===== src/rtl/call_stack_if.sv =====
// Handshake bundle between prefetch (master) and the return-address stack (slave).
// Carries push/pop strobes, the pushed address, clr_err and the stack status.
interface call_stack_if #(
  parameter int NBITS = 9,
  parameter int DEPTH = 10
);
  localparam int NCNT = $clog2(DEPTH + 1);

  logic             push;
  logic             pop;
  logic             clr_err;
  logic [NBITS-1:0] in;
  logic [NBITS-1:0] out;
  logic [NCNT-1:0]  level;
  logic             empty;
  logic             full;
  logic             ovf;
  logic             unf;

  modport master (
    output push, pop, clr_err, in,
    input  out, level, empty, full, ovf, unf
  );

  modport slave (
    input  push, pop, clr_err, in,
    output out, level, empty, full, ovf, unf
  );
endinterface


===== src/rtl/call_stack.sv =====
// Return-address stack: CAL/ITR push the return PC, RET pops it.
// Cached top register drives out, so the popped PC is valid in the pop cycle.
// Ports: clk, rst (sync, active-high); bus (slave): push, pop, in, clr_err
//   -> out (top), level (0..DEPTH), empty, full, ovf/unf (sticky errors).
// Optional macro CALL_STACK_CHK_EN: reject push on full, flag ovf/unf.
// Without it, push on full drops the oldest entry and ovf=unf=0.
module call_stack #(
  parameter int NBITS = 9,
  parameter int DEPTH = 10
) (
  input  logic         clk,
  input  logic         rst,
  call_stack_if.slave  bus
);
  localparam int NCNT = $clog2(DEPTH + 1);
  localparam int MW   = DEPTH - 1;
  localparam int PW   = (MW > 1) ? $clog2(MW) : 1;

  logic [NBITS-1:0] top;
  logic [NBITS-1:0] mem [0:MW-1];
  logic [PW-1:0]    wp;
  logic [PW-1:0]    wp_inc;
  logic [PW-1:0]    wp_dec;
  logic [NCNT-1:0]  level;
  logic             ovf_q;
  logic             unf_q;

  logic is_empty;
  logic is_full;
  logic rep;
  logic psh;
  logic pp;
  logic push_ok;
  logic spill;

  assign is_empty = (level == '0);
  assign is_full  = (level == NCNT'(DEPTH));

  // Push+pop on a non-empty stack replaces the top; on empty it is a push.
  assign rep = bus.push & bus.pop & ~is_empty;
  assign psh = bus.push & ~rep;
  assign pp  = bus.pop & ~bus.push;

`ifdef CALL_STACK_CHK_EN
  assign push_ok = psh & ~is_full;
`else
  assign push_ok = psh;
`endif

  // Old top moves into the array whenever a push lands on a non-empty stack.
  assign spill = push_ok & ~is_empty;

  assign wp_inc = (wp == PW'(MW - 1)) ? '0 : wp + 1'b1;
  assign wp_dec = (wp == '0) ? PW'(MW - 1) : wp - 1'b1;

  always_ff @(posedge clk) begin
    if (!rst && spill) begin
      mem[wp] <= top;
    end
  end

  always_ff @(posedge clk) begin
    if (rst) begin
      top   <= '0;
      level <= '0;
      wp    <= '0;
    end else begin
      unique case (1'b1)
        rep: begin
          top <= bus.in;
        end
        push_ok: begin
          top <= bus.in;
          if (is_empty) begin
            level <= NCNT'(1);
          end else begin
            wp <= wp_inc;
            // On full, wp wraps onto the oldest word.
            if (!is_full) level <= level + 1'b1;
          end
        end
        (pp && level > NCNT'(1)): begin
          top   <= mem[wp_dec];
          wp    <= wp_dec;
          level <= level - 1'b1;
        end
        (pp && level == NCNT'(1)): begin
          // Last entry leaves; top keeps its stale value.
          level <= '0;
        end
        default: ;
      endcase
    end
  end

`ifdef CALL_STACK_CHK_EN
  always_ff @(posedge clk) begin
    if (rst) begin
      ovf_q <= 1'b0;
      unf_q <= 1'b0;
    end else begin
      ovf_q <= (ovf_q & ~bus.clr_err) | (psh & is_full);
      unf_q <= (unf_q & ~bus.clr_err) | (pp & is_empty);
    end
  end
`else
  logic unused_clr;
  assign unused_clr = bus.clr_err;
  assign ovf_q = 1'b0;
  assign unf_q = 1'b0;
`endif

  assign bus.out   = top;
  assign bus.level = level;
  assign bus.empty = is_empty;
  assign bus.full  = is_full;
  assign bus.ovf   = ovf_q;
  assign bus.unf   = unf_q;
endmodule

===== src/flat_wrapper.sv =====
// flat-port wrapper written by rule: the top's interface ports become plain ports
module call_stack_flat 
#(
  parameter int NBITS = 9,
  parameter int DEPTH = 10
)
  (clk, rst, bus_push, bus_pop, bus_clr_err, bus_in, bus_out, bus_level, bus_empty, bus_full, bus_ovf, bus_unf);
  call_stack_if #(.NBITS(NBITS), .DEPTH(DEPTH)) bus_i ();
  input  logic clk;
  input  logic rst;
  input wire logic [$bits(bus_i.push)-1:0] bus_push;
  input wire logic [$bits(bus_i.pop)-1:0] bus_pop;
  input wire logic [$bits(bus_i.clr_err)-1:0] bus_clr_err;
  input wire logic [$bits(bus_i.in)-1:0] bus_in;
  output wire logic [$bits(bus_i.out)-1:0] bus_out;
  output wire logic [$bits(bus_i.level)-1:0] bus_level;
  output wire logic [$bits(bus_i.empty)-1:0] bus_empty;
  output wire logic [$bits(bus_i.full)-1:0] bus_full;
  output wire logic [$bits(bus_i.ovf)-1:0] bus_ovf;
  output wire logic [$bits(bus_i.unf)-1:0] bus_unf;
  assign bus_i.push = bus_push;
  assign bus_i.pop = bus_pop;
  assign bus_i.clr_err = bus_clr_err;
  assign bus_i.in = bus_in;
  assign bus_out = bus_i.out;
  assign bus_level = bus_i.level;
  assign bus_empty = bus_i.empty;
  assign bus_full = bus_i.full;
  assign bus_ovf = bus_i.ovf;
  assign bus_unf = bus_i.unf;
  call_stack #(.NBITS(NBITS), .DEPTH(DEPTH)) u_core (.clk(clk), .rst(rst), .bus(bus_i));
endmodule

===== config.mk =====
export PLATFORM = sky130hd
export DESIGN_NAME = call_stack_flat
export DESIGN_NICKNAME = d
export VERILOG_FILES = /design/src/rtl/call_stack_if.sv /design/src/rtl/call_stack.sv /design/src/flat_wrapper.sv
export SDC_FILE = /design/constraint.sdc
export NUM_CORES = 1
export LEC_CHECK = 0
export BUFFER_PORTS_ARGS = -buffer_cell sky130_fd_sc_hd__buf_2
export CORE_ASPECT_RATIO = 0.8
export CORE_MARGIN = 5
export CORE_UTILIZATION = 35
export CTS_BUF_LIST = sky130_fd_sc_hd__clkbuf_8
export DETAILED_ROUTE_END_ITERATION = 6
export GPL_TIMING_DRIVEN = 0
export PLACE_DENSITY_LB_ADDON = 0.25
export RECOVER_POWER = 50
export SETUP_SLACK_MARGIN = 0.05
export SLEW_MARGIN = 30
export SYNTH_ARGS = -nofsm -noshare
export SYNTH_HDL_FRONTEND = slang
export SYNTH_SLANG_ARGS = --single-unit

===== constraint.sdc =====
create_clock -name clk -period 8.3 [get_ports clk]
set_input_delay 1.66 -clock clk [delete_from_list [all_inputs] [get_ports clk]]
set_output_delay 1.66 -clock clk [all_outputs]
set_load 0.03 [all_outputs]

==> impl_metrics.csv, run 1 <==
group,metric,value,unit
timing,holdWs,0.556,ns
setup_path,cp_slowest_cell,"clkbuf_1",
power_and_ir_drop,p_leak,1.74,nW
setup_path,crit_chain,"buf_2 > inv_1 > clkbuf_1 > ha_1 > clkbuf_1 > or3b_1 > buf_2 > o21ai_2 > clkbuf_1 > nor2_1 > o31ai_1 > o22ai_1",
setup_path,reg2reg_slack,4.50,ns
worst_hold_path,min-delay-path-class,"flop to flop",
timing,setup_violations,0,
detailed_routing,drcViolationCount,0,
logic_synthesis,syn_inst,382,
placed_design,port-buffer-count,27,
timing,worst_slew_pin_slew,0.863,ns
clock_tree,cts_setup_buffers,0,
detailed_routing,wl,11300,um
placed_design,gp_congestion,0.875,
setup_path,path_max_fanout,12,
clock_tree,numClockSinks,98,
cells_and_area,nets,445,
logic_synthesis,synth.distinct_cells,46,
timing,max_slew_margin,42.5,%
logic_synthesis,synth_edf_count,81,
setup_path,critical_path_arrival,4.05,ns
detailed_routing,drt_iter0_drc,281,
setup_path,setup.worst_path.start,"u_core.wp[0]",
setup_path,rr_startpoint,"u_core.wp[0]",
clock_tree,clock_path_buffers,2,
power_and_ir_drop,intPower,0.809,mW
grt,grt_pass1_wl,17800,um
logic_synthesis,synth_seq_cells,98,
detailed_routing,wl_per_cell,18.8,um
clock_tree,cts_tree,"yes",
run_status,outcome,"complete, no violations",
cells_and_area,postLayoutCoreUtil,39.7,%
floorplan,initial_core_util,35.3,%
power_and_ir_drop,switchingPower,0.437,mW
timing,fmax,0.263,GHz
power_and_ir_drop,seq_power_share,46.6,%
grt,grt_max_degree,20,
setup_path,crit_type,"flop to flop",
floorplan,core,0.0127,mm^2
logic_synthesis,synth_warnings,0,
grt,grt_pass1_vias,3116,
cells_and_area,seqCellArea,0.00277,mm^2
clock_tree,postCtsResizedCells,0,
cells_and_area,diodes,0,
setup_path,endpoint,"u_core.bus.out[3]",
grt,antenna_found_initial,0,
setup_path,cp.required,8.55,ns
timing,fin_setup_tns,0,ns
grt,grt_overflow_total,0,
floorplan,io_pins,31,
cells_and_area,fillers,1227,
cells_and_area,layout-drive-gt1-share,11.0,%
clock_tree,clkTransAtPathRegs,0.11,ns
timing,post-route-min-period,3.80,ns
setup_path,cp-end-kind,"flop",
detailed_routing,drtAntennaViolNets,0,
setup_path,cp_common_cell,"clkbuf_1",
detailed_routing,vias,3199,
timing,period_share,45.7,%
setup_path,r2r_cells,12,
timing,hold_viol,0,
logic_synthesis,synthArstFlopShare,0,%
logic_synthesis,syn_area,0.00450,mm^2
logic_synthesis,synthFlopType,"edfxtp_1",
clock_tree,h-tree-depth,3,
cells_and_area,multi_input_area,0.00158,mm^2
power_and_ir_drop,combPwrFrac,26.9,%
grt,grt_usage,15.4,%
cells_and_area,layout.cells.most_common,"edfxtp_1",
power_and_ir_drop,p_clk_share,26.5,%
power_and_ir_drop,p_per_area,246,mW/mm^2
clock_tree,numCtsBuffers,9,
logic_synthesis,ys_seq_area_share,61.6,%
floorplan,row_count,37,
setup_path,timing.rr.end,"u_core.bus.out[3]",
power_and_ir_drop,vdd_drop_max,0.121,mV
clock_tree,cts_root_buffer,"clkbuf_8",
detailed_routing,via_per_inst,5.32,
floorplan,die_h,111,um
detailed_routing,drt_pass1_iterations,5,
cells_and_area,syn2layout_area_growth,12.4,%
placed_design,dp_hpwl,7910,um
timing,drv_slew,0,
clock_tree,insertion_delay,0.38,ns
cells_and_area,most-common-layout-cells,"edfxtp_1 (81), nor2_1 (41), o21ai_0 (30), clkbuf_1 (27), a21oi_1 (27)",
floorplan,dieArea,0.0152,mm^2
timing,skew,0.0148,ns
job,maxCapViolCount,0,
setup_path,critPathMaxStageDelay,0.50,ns
power_and_ir_drop,fin_total_pwr,1.25,mW
clock_tree,cts_hold_buf,0,
floorplan,die_x,137,um
logic_synthesis,syn_avg_cell_area,11.8,um^2
setup_path,start_kind,"flop",
timing,rsz0062_at_grt,"false",
power_and_ir_drop,swShare,35.1,%
## power by group through the flow
stage | Sequential, mW | Combinational (mW) | Clock, mW
2_1_floorplan | 0.597 | 0.226 | 0
4_1_cts | 0.581 | 0.337 | 0.339
3_5_place_dp | 0.592 | 0.336 | 0
6_report | 0.581 | 0.335 | 0.330
3_3_place_gp | 0.592 | 0.330 | 0
5_1_grt | 0.585 | 0.375 | 0.364
## metal layers
| metal | wire length [um] | GRT usage, % | vias up |
|---|---|---|---|
| met2 | 5110 | 22.4 | 104 |
| met4 | 198 | 3.90 | 0 |
| li1 | - | - | 1509 |
| met1 | 5260 | 22.6 | 1567 |
| met5 | 0 | 0 | - |
| met3 | 710 | 4.70 | 19 |
## cell type report
class / count / area share (%)
sequential: 98 / 54.8
multi-input combinational: 250 / 31.2
tap: 175 / 4.33
timing repair buffer: 27 / 2.35
clock inverter: 7 / 1.83
inverter: 10 / 0.742
clock buffer: 9 / 2.45
buffer: 25 / 2.23
## per-stage QoR
stage          std cells  instance area (um^2)  setup WS [ns]
2_1_floorplan        383                  4500           5.13
3_3_place_gp         585                  4860           4.35
4_1_cts              601                  5080           4.79
6_report             601                  5060           4.50
3_5_place_dp         585                  4860           4.69
5_1_grt              601                  5060           4.19
## logic make-up (layout without fill, tap and decap cells)
group	Yosys count	in the layout	synth area share [%]
fa+ha+maj	10	10	2.78
buf+inv	35	78	3.45
other cells	1	2	0.0833
simple gates	109	109	12.5
flops	98	98	61.6
compound gates	109	109	15.0
mux	20	20	4.48
## state kept, by name (all words and copies together) (netlist names)
| register | cells |
|---|---|
| u_core.bus.level | 4 |
| u_core.mem | 81 |
| u_core.bus.out | 9 |
| u_core.wp | 4 |
## Yosys cell counts, drive strengths merged (4+ instances only)
master,n,area [um^2]
a21oi,28,144
a31oi,11,68.8
and2,6,37.5
and3,7,43.8
buf,14,76.3
clkbuf,11,41.3
dfxtp,17,340
edfxtp,81,2430
ha,10,125
inv,10,37.5
mux2i,19,190
nand2,11,41.3
nand2b,6,37.5
nand3,6,30.0
nand3b,4,30.0
nor2,41,154
nor2b,5,31.3
nor3,12,71.3
nor3b,6,45.0
o21ai,33,169
o22ai,9,56.3
o31ai,6,50.1
o41ai,4,35.0
## worst max-delay path: cells and delay by family, from the launching register on
family	cells	cell delay (ns)
compound gates	3	0.75
buf+inv	6	1.84
fa+ha+maj	1	0.23
flops	1	0.38
simple gates	2	0.49
## how the worst min path moves through the flow
stage | from | to | slack (ns) | depth (start not counted)
6_report | u_core.mem[8][7] | u_core.bus.out[7] | 0.56 | 2
5_1_grt | u_core.mem[8][7] | u_core.bus.out[7] | 0.59 | 2
4_1_cts | u_core.mem[8][7] | u_core.bus.out[7] | 0.55 | 2
3_5_place_dp | u_core.mem[8][7] | u_core.bus.out[7] | 0.54 | 2
3_3_place_gp | u_core.mem[8][0] | u_core.bus.out[0] | 0.53 | 2
2_1_floorplan | u_core.mem[8][0] | u_core.bus.out[0] | 0.50 | 2
Power figures use the tool's default switching activity.
==> inputs of run 2 (changes only) <==
Clock period 8.3 ns to 3.6 ns, I/O delays scaled along.
==> run 2 against run 1 <==
  * Total power up 130%
  * Core utilization up 0.15 points
  * Combinational power up 130%
  * Worst hold slack about the same
  * Non-clock buffer count up 2
  * Maximum frequency up 22%
  * Critical path depth down 1
  * Global-route usage unchanged
==> impl_metrics.csv, run 2 (synthesis results as in run 1) <==
group,metric,value,unit
floorplan,io_pins,31,
timing,holdWs,0.556,ns
cells_and_area,layout-drive-gt1-share,11.7,%
floorplan,initial_core_util,35.3,%
worst_hold_path,min-delay-path-class,"flop to flop",
power_and_ir_drop,fin_total_pwr,2.88,mW
floorplan,die_x,137,um
cells_and_area,layout.cells.most_common,"edfxtp_1",
grt,grt_pass1_wl,17800,um
timing,max_slew_margin,18.2,%
setup_path,path_max_fanout,12,
detailed_routing,drt_pass1_iterations,5,
cells_and_area,largest_reg_flops,81,
setup_path,crit_type,"flop to flop",
timing,rsz0062_at_grt,"false",
timing,hold_viol,0,
power_and_ir_drop,p_leak,1.76,nW
cells_and_area,fin_area,0.00508,mm^2
clock_tree,insertion_delay,0.38,ns
setup_path,setup.worst_path.start,"u_core.wp[0]",
grt,grt_usage,15.4,%
clock_tree,cts_tree,"yes",
setup_path,critical_path_arrival,3.37,ns
floorplan,die_h,111,um
detailed_routing,vias,3180,
timing,post-route-min-period,3.11,ns
worst_hold_path,min_from,"u_core.mem[8][7]",
cells_and_area,diodes,0,
grt,grt_overflow_total,0,
cells_and_area,most-common-layout-cells,"edfxtp_1 (81), nor2_1 (41), o21ai_0 (30), a21oi_1 (28), clkbuf_1 (23)",
placed_design,port-buffer-count,27,
cells_and_area,nets,447,
cells_and_area,top_register,"u_core.mem",
clock_tree,numClockSinks,98,
placed_design,dp_cells,585,
detailed_routing,wl,11200,um
setup_path,r2r_cells,11,
job,maxCapViolCount,0,
cells_and_area,syn2layout_area_growth,12.8,%
setup_path,rr_startpoint,"u_core.wp[0]",
detailed_routing,via_per_inst,5.27,
setup_path,cp.required,3.86,ns
timing,skew,0.0119,ns
placed_design,placed_cell_area,0.00486,mm^2
setup_path,cp-end-kind,"flop",
clock_tree,h-tree-depth,3,
setup_path,start_kind,"flop",
clock_tree,numCtsBuffers,9,
placed_design,dp_hpwl,7910,um
clock_tree,cts_hold_buf,0,
floorplan,core,0.0127,mm^2
grt,grt_max_degree,20,
detailed_routing,drt_iter0_drc,259,
power_and_ir_drop,vdd_drop_max,0.279,mV
floorplan,row_count,37,
timing,period_share,86.5,%
setup_path,reg2reg_slack,0.49,ns
worst_hold_path,whs_path_depth,2,
floorplan,dieArea,0.0152,mm^2
cells_and_area,finalNonFillerCells,603,
worst_hold_path,hold_end,"u_core.bus.out[7]",
clock_tree,clkTransAtPathRegs,0.11,ns
grt,antenna_found_initial,0,
timing,worst_slew_pin_slew,1.22,ns
setup_path,timing.rr.end,"u_core.bus.out[6]",
timing,fmax,0.321,GHz
detailed_routing,drtAntennaViolNets,0,
timing,setup_violations,0,
timing,timing.final.ws_setup,0.485,ns
placed_design,gp_congestion,0.875,
run_status,outcome,"complete, no violations",
grt,grt_pass1_vias,3116,
placed_design,preCtsSetupSlack,0.113,ns
power_and_ir_drop,p_per_area,567,mW/mm^2
detailed_routing,wl_per_cell,18.6,um
timing,drv_slew,0,
clock_tree,cts_root_buffer,"clkbuf_8",
detailed_routing,drcViolationCount,0,
clock_tree,clock_path_buffers,2,
[run 2: worst max-delay path, stage by stage, from the launching register on]
cell and delay [ns]:
dfxtp_1 0.43, buf_2 0.30, inv_1 0.11, clkbuf_2 0.24, ha_1 0.24, buf_2 0.17, or3b_1 0.17, buf_2 0.24
buf_1 0.48, a21oi_1 0.13, o31ai_1 0.36, o22ai_1 0.12
[run 2: layout make-up]
cell class                 instances  area (um^2)
fill                            1229         7650
sequential                        98         2770
clock buffer                       9          124
timing repair buffer              29          134
multi-input combinational        250         1580
tap                              175          219
clock inverter                     7         92.6
inverter                          10         37.5
buffer                            25          119
[run 2: how the worst max path moves through the flow]
stage / to / slack (ns) / cells after the start
final: u_core.bus.out[6] / 0.49 / 11
after floorplan: u_core.mem[0][0] / 0.65 / 9
after CTS: u_core.mem[0][7] / 0.10 / 9
after global placement: u_core.mem[0][3] / -0.22 / 9
after detailed placement: u_core.mem[0][3] / 0.11 / 9
after global routing: u_core.bus.out[6] / 0.16 / 11
[run 2: metrics by stage]
step           util [%]  TNS, ns
2_1_floorplan         -        0
3_3_place_gp       38.2    -1.96
3_5_place_dp       38.2        0
4_1_cts            39.9        0
5_1_grt            39.9        0
6_report           39.9        0
[run 2: metal layers]
metal / part of all wire [%] / track usage [%] / wire length, um / vias up
met5: 0 / 0 / 0 / -
met4: 1.8 / 3.90 / 201 / 0
met3: 5.8 / 4.70 / 656 / 18
met2: 46 / 22.4 / 5110 / 88
met1: 47 / 22.6 / 5270 / 1550
li1: - / - / - / 1524
[run 2: where the power goes]
part           switching [mW]  internal (mW)
combinational           0.524          0.253
clock                   0.424          0.342
sequential             0.0615           1.28
total                    1.01           1.87
[run 2: repair_timing]
item | CTS | global route
resized for setup | 0 | 3
setup buffers | 0 | 2
setup endpoints to repair | 0 | 12
